`config.mk`:
```
export PLATFORM = sky130hd
export DESIGN_NAME = fetch_sequencer
export DESIGN_NICKNAME = d
export VERILOG_FILES = /design/src/rtl/fetch_sequencer.sv
export SDC_FILE = /design/constraint.sdc
export NUM_CORES = 1
export LEC_CHECK = 0
export ABC_AREA = 1
export CORE_MARGIN = 2
export CORE_UTILIZATION = 42
export DETAILED_ROUTE_END_ITERATION = 6
export HOLD_SLACK_MARGIN = 0.1
export PLACE_DENSITY = 0.81
export SLEW_MARGIN = 30
export SYNTH_ARGS = -nofsm -noshare
export SYNTH_HDL_FRONTEND = slang
export SYNTH_SLANG_ARGS = --single-unit
```
`constraint.sdc`:
```
create_clock -name clk -period 1.8 [get_ports clk]
set_input_delay 0.36 -clock clk [delete_from_list [all_inputs] [get_ports clk]]
set_output_delay 0.36 -clock clk [all_outputs]
set_load 0.01 [all_outputs]
```
`src/rtl/fetch_sequencer.sv`:
```
// fetch_sequencer: front-end stage feeding the combinational control decoder.
// Owns the program counter, instruction register, execute-cycle bit and carry
// flag. Fetches one instruction byte per req/ack handshake, then holds it for
// one execute cycle, or two when the decoder asserts mc, and commits the next
// PC (sequential or jump) at the end of the last execute cycle.
//
// Ports:
//   clk, rst      clock; asynchronous active-high reset
//   imem_addr     fetch address (always equals pc)
//   imem_req      fetch request, high only while fetching
//   imem_ack      memory returns imem_data this cycle
//   imem_data     instruction byte, captured on req & ack
//   mc            decoder: instruction needs a second execute cycle
//   jump          decoder: take jump_target at commit
//   jump_target   jump destination
//   wc            decoder: write carry_in to the carry flag this execute cycle
//   carry_in      ALU carry-out
//   inst          instruction register
//   cycle         execute cycle index (0 first, 1 second)
//   carry         carry flag register
//   pc            address of the instruction held in inst
//   inst_valid    high while executing; decoder outputs only meaningful then
module fetch_sequencer #(
  parameter int unsigned       PC_W     = 16,
  parameter logic [PC_W-1:0]   RESET_PC = '0
) (
  input  logic            clk,
  input  logic            rst,
  output logic [PC_W-1:0] imem_addr,
  output logic            imem_req,
  input  logic            imem_ack,
  input  logic [7:0]      imem_data,
  input  logic            mc,
  input  logic            jump,
  input  logic [PC_W-1:0] jump_target,
  input  logic            wc,
  input  logic            carry_in,
  output logic [7:0]      inst,
  output logic            cycle,
  output logic            carry,
  output logic [PC_W-1:0] pc,
  output logic            inst_valid
);

  localparam logic [0:0] StFetch = 1'b0;
  localparam logic [0:0] StExec  = 1'b1;

  logic [0:0]      state_q, state_d;
  logic [PC_W-1:0] pc_q, pc_d;
  logic [7:0]      inst_q, inst_d;
  logic            cycle_q, cycle_d;
  logic            carry_q, carry_d;

  always_comb begin
    state_d = state_q;
    pc_d    = pc_q;
    inst_d  = inst_q;
    cycle_d = cycle_q;
    carry_d = carry_q;
    unique case (state_q)
      StFetch: begin
        // Decoder inputs are meaningless here; only the handshake matters.
        if (imem_ack) begin
          inst_d  = imem_data;
          cycle_d = 1'b0;
          state_d = StExec;
        end
      end
      StExec: begin
        // Either execute cycle may update carry.
        if (wc) begin
          carry_d = carry_in;
        end
        if (!cycle_q && mc) begin
          // First half of a two-cycle instruction: jump is not yet final.
          cycle_d = 1'b1;
        end else begin
          pc_d    = jump ? jump_target : pc_q + PC_W'(1);
          cycle_d = 1'b0;
          state_d = StFetch;
        end
      end
      default: state_d = StFetch;
    endcase
  end

  always_ff @(posedge clk or posedge rst) begin
    if (rst) begin
      state_q <= StFetch;
      pc_q    <= RESET_PC;
      inst_q  <= 8'h00;
      cycle_q <= 1'b0;
      carry_q <= 1'b0;
    end else begin
      state_q <= state_d;
      pc_q    <= pc_d;
      inst_q  <= inst_d;
      cycle_q <= cycle_d;
      carry_q <= carry_d;
    end
  end

  assign imem_addr  = pc_q;
  assign imem_req   = (state_q == StFetch);
  assign inst_valid = (state_q == StExec);
  assign inst       = inst_q;
  assign cycle      = cycle_q;
  assign carry      = carry_q;
  assign pc         = pc_q;

endmodule

```
**Yosys cells after proc, flatten, opt, wreduce, memory -nomap -nowiden**

Index checks and enable logic that the tools add are counted.

- Add/subtract/negate cells: 1
- Eq/ne operators: 1
- Mux-type cells: 6
- Bitwise operators: 2
- Reduce and logical (&&, ||, !) cells: 5

Operators by type and width:

| kind | count |
|---|---|
| adder 16 x 1 -> 16 bit (second input constant) | 1 |
| two-way mux 16 bit | 1 |
| AND reduction 2 bit | 3 |
| one-hot mux 1 bit (2 select lines) | 2 |
| two-way mux 1 bit | 3 |
| != test 2 x 1 -> 1 bit (second input constant) | 1 |
| NOT 1 bit | 2 |
| logical AND 1 bit | 1 |
| logical NOT 1 bit | 1 |

- Register bits after elaboration: 27
- Bits of input ports: 31
- Output and inout bits: 44
- Word-level logic and storage cells: 20

**Longest topological paths before layout**

Gate-level depths: netlist of run 1.

- Depth after elaboration: 4
- Gate-level depth with buffers: 10
- Depth with buffers taken out: 10

**Worst setup path before layout of run 1**

No wires, ideal clock.

- Path type: register to register
- Start point: register pc_q[1], in the netlist imem_addr[1]
- End point: register pc_q[10], in the netlist imem_addr[10]
- Setup time: 0.113 ns
- Arrival time: 1.255 ns
- Slack: 0.432 ns
- Stages on the path, launching flop included: 11
- Path buffers: 0
- Clock period less this slack: 1.368 ns
- Path through: dfrtp_1 > ha_1 > nand3_1 > inv_1 > nand2_1 > nor2_1 > nand2_1 > nand2_1 > nand2_1 > nand2_1 > inv_1

- Cells in the longest elaborated chain, start to end: 2

RTL lines:

| element | RTL line | text |
|---|---|---|
| from (decl) | 49 | `logic [PC_W-1:0] pc_q, pc_d;` |
| from (signal assigned) | 96 | `pc_q <= pc_d;` |
| adder 16 x 1 -> 16 bit | 78 | `pc_d = jump ? jump_target : pc_q + PC_W'(1);` |
| two-way mux 16 bit | 78 |  |

No other way between the ends.
A chain may end at the register's enable or synchronous reset.

**Final worst setup path of run 1**

- Start point: register pc_q[11], in the netlist imem_addr[11]
- End point: output port imem_addr[11]

RTL lines:

| element | RTL line | text |
|---|---|---|
| to (decl) | 29 | `output logic [PC_W-1:0] imem_addr,` |

No word-level cell between the ends.

==> summary.txt, run 1 <==
Run status
  • Outcome: finished, final reports clean

Pwr
  • Sequential power share: 34.4%
  • VDD IR-drop max: 0.0007394 V
  • Clk network pwr share: 10.3%
  • Switching Share: 40.23%
  • Leakage: 1.113 nW
  • Switching power total: 0.001383 W
  • Comb power frac: between 50% and 60%
  • Internal Power: a little over 0.002 W
  • Power Dens Cells: 1412 mW/mm^2

GRT
  • All-layer global routing usage: approximately a fifth
  • Vias in the first global route: 1620
  • GR Overflow Total: 0
  • Pin count of the biggest net entering global routing: 28
  • Initial antenna violation count: 0
  • Wire length of the first global-routing pass: 6713 um

Synth
  • Synthesized net count: 257
  • Yosys reg bits: 27
  • Synthesis Warnings: 0
  • Synthesized netlist cell count: roughly 230
  • Mean area per synthesized cell: around 7.4 um^2
  • Seq/Total Area, Yosys: 40.39%
  • Mapped Area: 0.001673 mm^2
  • Cell variety after synth: 26

Setup path
  • Buf/Inv on CP: 1
  • Critical path fanouts, max: 8
  • Setup crit end kind: output pin
  • CP delay by family, top: buffers and inverters
  • Critical-path cell list: clkdlybuf4s50_1
  • Critical R2R Launch: imem_addr[0]$_DFFE_PP0P_
  • Slowest cell on crit path: clkdlybuf4s50_1
  • Worst-case reg-to-reg path depth: 10
  • Setup crit start kind: register
  • Worst path max stage delay: 0.59 ns
  • Register-to-register setup slack: about 0.25 ns
  • FF-to-FF End: imem_addr[10]$_DFFE_PP0P_
  • Crit path kind: register to output pin
  • CP required: 1.44 ns
  • Worst EP arrival: 1.35 ns

CTS
  • Hold Buf Count CTS: 0
  • Post-CTS Setup Inserts: 0
  • Root buf cell: clkbuf_8
  • Clk sinks: 27
  • CTS buffer count: 3
  • H-tree levels: 1
  • Max Buffers Root-to-Sink: 2
  • CTS tree: done
  • Insertion delay to the later sink of the worst-skew pair: between 0.2 and 0.3 ns
  • Clock Pin Slew Worst Setup and Hold Paths: 0.10 ns

STA
  • Worst slew margin: slightly below 80%
  • Worst Tran Pin Value: about 0.34 ns
  • Peak Freq: 0.5844 GHz
  • Final hold violation count: 0
  • Final Critical Period: approximately 1.7 ns
  • Final cycle utilization of the critical path: 95.06%
  • Setup clock skew after layout: 0.003369 ns
  • Final setup vio count: 0
  • Worst Slack Setup Final: 0.08888 ns
  • Final count of pins violating max slew: 0
  • Fin Setup TNS: 0 ns
  • RSZ-0062 raised after global routing: false

Detailed routing
  • Routed met2 length: 1947 um
  • Pre-antenna DRT Iters: 4
  • Metal3 WL: 435 um
  • Final ANT Viol Nets: 0
  • DR iter-0 viols: 105
  • DR WL/cell: 12.05 um
  • Vias per std cell: 5.015
  • Top Layer Used: met4
  • Wirelength, routed: 4074 um
  • Routed met1 length: ~1700 um
  • DR vias: 1695
  • Drc violations: 0

Floorplanning
  • DIE HEIGHT: 67.11 um
  • Ports: 75
  • Row count: 22
  • Starting Density: 44.69%
  • Die width: 67.11 um
  • Core area: 0.003744 mm^2
  • Die area: 0.004504 mm^2

Placement
  • DP Wirelength: between 3000 and 4000 um
  • Setup Slack @ Placement: about 0.15 ns
  • Port Buf Inserts: 74
  • RD Place Congestion: roughly 0.9
  • Dpl cell area: approximately 0.0024 mm^2

Finish
  • Post-route cell area: 0.002434 mm^2
  • Commonest non-fill, non-tap cell in the layout: clkdlybuf4s50_1
  • Nets: 323
  • Most frequent cells in the layout: clkdlybuf4s50_1 (73), nand2_1 (58), nor2_1 (27)
  • Layout cells sized above 1: 10.69%
  • Number of fill cells: 344
  • Area Overhead vs Synth: 45.47%
  • Diodes inserted: 0

Job
  • Max_cap viols: 0

Min path
  • Worst hold-check path type: input port to asynchronous set/reset pin
[metrics by stage]
step | utilization (%) | power, W | instances | hold slack, ns
floorplan | - | 0.002226 | 225 | 0.4127
global placement | 63.60 | 0.003063 | 334 | 0.4875
detailed placement | 63.60 | 0.003112 | 334 | 0.4933
CTS | 64.91 | 0.003476 | 338 | 0.4405
global route | 65.01 | 0.003710 | 338 | 0.4827
finish | 65.01 | 0.003436 | 338 | 0.4292
[sequential cells by signal (all words and copies together) (netlist names)]
name        cells
carry           1
inst_valid      1
inst            8
cycle           1
imem_addr      16
[final cells by class]
type,instances,area (um^2),share of cell area (%)
multi-input cells,150,743.2,30.54
well taps,48,60.06,2.468
flip-flops and latches,27,676.9,27.81
clock buffers,3,41.29,1.697
repair buffers,82,803.3,33.01
clock inverters,1,7.507,0.3085
inverters,27,101.3,4.165
[synth_stat cells (all sizes together)]
master / n / area share, %
or2: 1 / 0.37
clkinv: 1 / 0.22
a22oi: 2 / 0.90
dfrtp: 27 / 40
mux2: 8 / 5.4
inv: 26 / 5.8
nand3b: 1 / 0.45
buf: 20 / 8.9
nand2: 59 / 13
nand4: 3 / 1.1
o22ai: 2 / 0.75
o31ai: 1 / 0.45
nand3: 18 / 5.4
o21ai: 14 / 4.2
a21oi: 7 / 3.0
nor2: 31 / 7.6
a31oi: 2 / 0.75
ha: 1 / 0.75
clkbuf: 1 / 0.22
[kinds of logic (layout without fill, tap and decap cells)]
| family | after synthesis | count (layout) | share of synthesized area [%] |
|---|---|---|---|
| muxes | 8 | 8 | 5.385 |
| buffers and inverters | 48 | 113 | 15.18 |
| AOI/OAI and AO/OA | 28 | 28 | 10.02 |
| and+or+nand+nor | 113 | 113 | 28.27 |
| adders and majority gates | 1 | 1 | 0.7478 |
| DFF | 27 | 27 | 40.39 |
[worst max-delay path by stage]
stage	startpoint	end	slack (ns)	depth (start not counted)
after global placement	jump	imem_addr[5]$_DFFE_PP0P_	0.18	8
after CTS	inst_valid$_DFF_PP0_	imem_req	0.02	2
after detailed placement	jump	imem_addr[10]$_DFFE_PP0P_	0.15	10
after global routing	imem_addr[11]$_DFFE_PP0P_	pc[11]	0.04	1
final	imem_addr[11]$_DFFE_PP0P_	imem_addr[11]	0.09	1
after floorplan	imem_addr[1]$_DFFE_PP0P_	imem_addr[10]$_DFFE_PP0P_	0.43	10
[power by group through the flow]
stage,logic (W),registers [W],clock network (W)
finish,0.00190,0.00118,0.000354
global route,0.00209,0.00123,0.000394
CTS,0.00192,0.00119,0.000365
detailed placement,0.00191,0.00120,0
global placement,0.00188,0.00118,0
floorplan,0.000993,0.00123,0
[layer usage]
metal / global-route usage [%] / vias up
met5: 0 / -
met4: 2.806 / 0
met2: 34.41 / 66
li1: - / 836
met1: 21.72 / 791
met3: 7.770 / 2
[what timing repair did]
action                                 CTS  global route
resized for setup                        0             2
setup endpoints to repair                0             1
endpoints found under the hold margin    0             0
Power figures use the tool's default switching activity.
==> run 2: changes to the inputs <==
--- a/config.mk
+++ b/config.mk
@@ -7,11 +7,11 @@
 export LEC_CHECK = 0
 export ABC_AREA = 1
 export CORE_MARGIN = 2
-export CORE_UTILIZATION = 42
+export CORE_UTILIZATION = 38
 export DETAILED_ROUTE_END_ITERATION = 6
 export HOLD_SLACK_MARGIN = 0.1
-export PLACE_DENSITY = 0.81
-export SLEW_MARGIN = 30
+export PLACE_DENSITY = 0.77
+export SLEW_MARGIN = 20
 export SYNTH_ARGS = -nofsm -noshare
 export SYNTH_HDL_FRONTEND = slang
 export SYNTH_SLANG_ARGS = --single-unit
==> constraint.sdc (replaced) <==
create_clock -name clk -period 1.5 [get_ports clk]
set_input_delay 0.3 -clock clk [delete_from_list [all_inputs] [get_ports clk]]
set_output_delay 0.3 -clock clk [all_outputs]
set_load 0.01 [all_outputs]
==> run 2 against run 1 <==
Count of clock-buffer cells in the layout unchanged; largest power group unchanged; clock skew is essentially flat; first-iteration DRC count is 35% higher.
==> summary.txt, run 2 (synthesis gave the netlist of run 1 again) <==
STA
  • Worst slew margin: 75.67% (-1.5 points)
  • RSZ-0062 raised after global routing: false
  • Worst Tran Pin Value: 0.3650 ns (+0.02233 ns)
  • Setup clock skew after layout: 0.003032 ns (-0.0003376 ns)
  • Worst hold slack: 0.3773 ns (-0.05187 ns)
  • Final Critical Period: between 1 and 1.5 ns
  • Final hold violation count: 0 (unchanged)
  • Peak Freq: between 0.6 and 0.7 GHz
  • Fin Setup TNS: 0 ns (unchanged)
  • Final setup vio count: 0 (unchanged)
  • Final count of pins violating max slew: 0 (unchanged)
  • Worst Slack Setup Final: 0.03174 ns (-0.05714 ns)
  • Final cycle utilization of the critical path: a little over nine tenths

Finish
  • Nets: 343 (+6.2%)
  • Area Overhead vs Synth: 58.04%
  • Diodes inserted: 0 (unchanged)
  • Number of fill cells: 379 (+10%)
  • Commonest non-fill, non-tap cell in the layout: nand2_1
  • Max reg flops: 16 (unchanged)
  • Layout cells sized above 1: 20.65% (+10 points)
  • Post-route cell area: 0.002644 mm^2 (+8.6%)
  • Most frequent cells in the layout: nand2_1 (58), clkdlybuf4s50_1 (31), dlygate4sd2_1 (26), buf_4 (26), nor2_1 (24)

Setup path
  • Crit path kind: register to output pin
  • CP delay by family, top: buffers and inverters
  • Worst path depth: 1 (unchanged)
  • Worst path max stage delay: 0.54 ns (-0.05 ns)
  • Worst-case reg-to-reg path depth: 10 (unchanged)
  • Setup crit end kind: output pin
  • Critical-path cell list: clkdlybuf4s50_1
  • Worst EP arrival: 1.17 ns (-0.18 ns)
  • Critical path fanouts, max: 2 (-6)
  • Slowest cell on crit path: clkdlybuf4s50_1
  • Setup crit start kind: register
  • CP required: 1.20 ns (-0.24 ns)
  • Buf/Inv on CP: 1 (unchanged)

GRT
  • GR Overflow Total: 0 (unchanged)
  • Wire length of the first global-routing pass: 7465 um (+11%)
  • Initial antenna violation count: 0 (unchanged)
  • Vias in the first global route: 1715 (+5.9%)
  • All-layer global routing usage: 18.48% (-0.70 points)
  • Pin count of the biggest net entering global routing: 28 (unchanged)

Job
  • Max_cap viols: 0 (unchanged)

Detailed routing
  • Wirelength, routed: 4306 um (+5.7%)
  • DR vias: 1720 (+1.5%)
  • Final ANT Viol Nets: 0 (unchanged)
  • Pre-antenna DRT Iters: 4 (unchanged)
  • DR iter-0 viols: 142 (+35%)
  • Drc violations: 0 (unchanged)
  • Vias per std cell: 4.751 (-5.3%)
  • DR WL/cell: 11.90 um (-1.3%)

Floorplanning
  • Die area: 0.004949 mm^2 (+9.9%)
  • Core area: 0.004294 mm^2 (+15%)
  • DIE HEIGHT: 70.35 um (+4.8%)
  • Die width: 70.35 um (+4.8%)
  • Starting Density: 38.96% (-5.7 points)
  • Ports: 75 (unchanged)
  • Row count: 24 (+9.1%)

Placement
  • Port Buf Inserts: 74 (unchanged)
  • DP Wirelength: 3125 um (-3.1%)
  • RD Place Congestion: 0.8476 (-3.2%)
  • Setup Slack @ Placement: -0.08360 ns (-0.2294 ns)
  • Dpl cell area: 0.002441 mm^2 (+2.5%)

Min path
  • Worst hold-check path type: input port to asynchronous set/reset pin

CTS
  • Clock Pin Slew Worst Setup and Hold Paths: 0.10 ns (about the same)
  • H-tree levels: 1 (unchanged)
  • CTS buffer count: 3 (unchanged)
  • Hold Buf Count CTS: 0 (unchanged)
  • Insertion delay to the later sink of the worst-skew pair: 0.28 ns (about the same)
  • Root buf cell: clkbuf_8
  • Max Buffers Root-to-Sink: 2 (unchanged)
  • Clk sinks: 27 (unchanged)
  • CTS tree: done

Pwr
  • Leakage: 1.384 nW (+24%)
  • VDD IR-drop max: 0.0006717 V (-9.2%)
  • Power Dens Cells: 1620 mW/mm^2 (+15%)

Run status
  • Outcome: finished, final reports clean
## run 2: cell types whose count changed in the layout (fill, tap and decap cells not counted), sizes merged
cell           before  now
clkdlybuf4s50      73   31
dlygate4sd2         0   26
buf                 8   28
dlymetal6s2s        1   17
## run 2: where the power goes
part,internal [W],leakage [nW],switching (W)
Combinational,0.00132,1.06,0.00130
Sequential,0.00104,0.305,0.000201
Clock,0.000189,0.0217,0.000244
Total,0.00254,1.38,0.00174
## run 2: per-layer routing
metal,wire (um),track usage [%],share of wire [%]
met1,1824,22.96,42
met2,2010,30.50,47
met3,426,6.205,9.9
met4,44,5.128,1.0
met5,0,0,0
## run 2: path summary, 6_finish.rpt
check                                    startpoint                   endpoint  slack, ns
min in group clk                inst[7]$_DFFE_PP0P_        inst[7]$_DFFE_PP0P_       0.51
max in group asynchronous                       rst  imem_addr[13]$_DFFE_PP0P_       0.83
min                                             rst        inst[2]$_DFFE_PP0P_       0.38
min reg2reg                     inst[7]$_DFFE_PP0P_        inst[7]$_DFFE_PP0P_       0.51
max                             inst[6]$_DFFE_PP0P_                    inst[6]       0.03
max reg2reg                imem_addr[3]$_DFFE_PP0P_  imem_addr[11]$_DFFE_PP0P_       0.18
## run 2: cell type report
class	count	area [um^2]	share of cell area, %
inverters	27	101.3	3.833
multi-input cells	150	755.7	28.58
clock inverters	1	7.507	0.2840
flip-flops and latches	27	686.9	25.98
well taps	52	65.06	2.461
clock buffers	3	41.29	1.562
repair buffers	102	985.9	37.29
## run 2: what timing repair did
action	in CTS	in global routing
setup endpoints to repair	35	22
hold endpoints to repair	0	0
buffers inserted	16	0
resized for setup	35	22
## run 2: through the flow
stage / total power [W] / std cells / utilization (%)
global route: 0.004633 / 362 / 61.57
CTS: 0.004334 / 362 / 60.29
floorplan: 0.002671 / 225 / -
global placement: 0.003765 / 342 / 56.85
detailed placement: 0.003804 / 342 / 56.85
finish: 0.004282 / 362 / 61.57
==> run 3: changes to the inputs <==
--- a/config.mk
+++ b/config.mk
@@ -6,6 +6,7 @@
 export NUM_CORES = 1
 export LEC_CHECK = 0
 export ABC_AREA = 1
+export ABC_CLOCK_PERIOD_IN_PS = 1500
 export CORE_MARGIN = 2
 export CORE_UTILIZATION = 38
 export DETAILED_ROUTE_END_ITERATION = 6
==> results of run 3 <==
Final layout, timing and power as in run 2 (identical DEF).
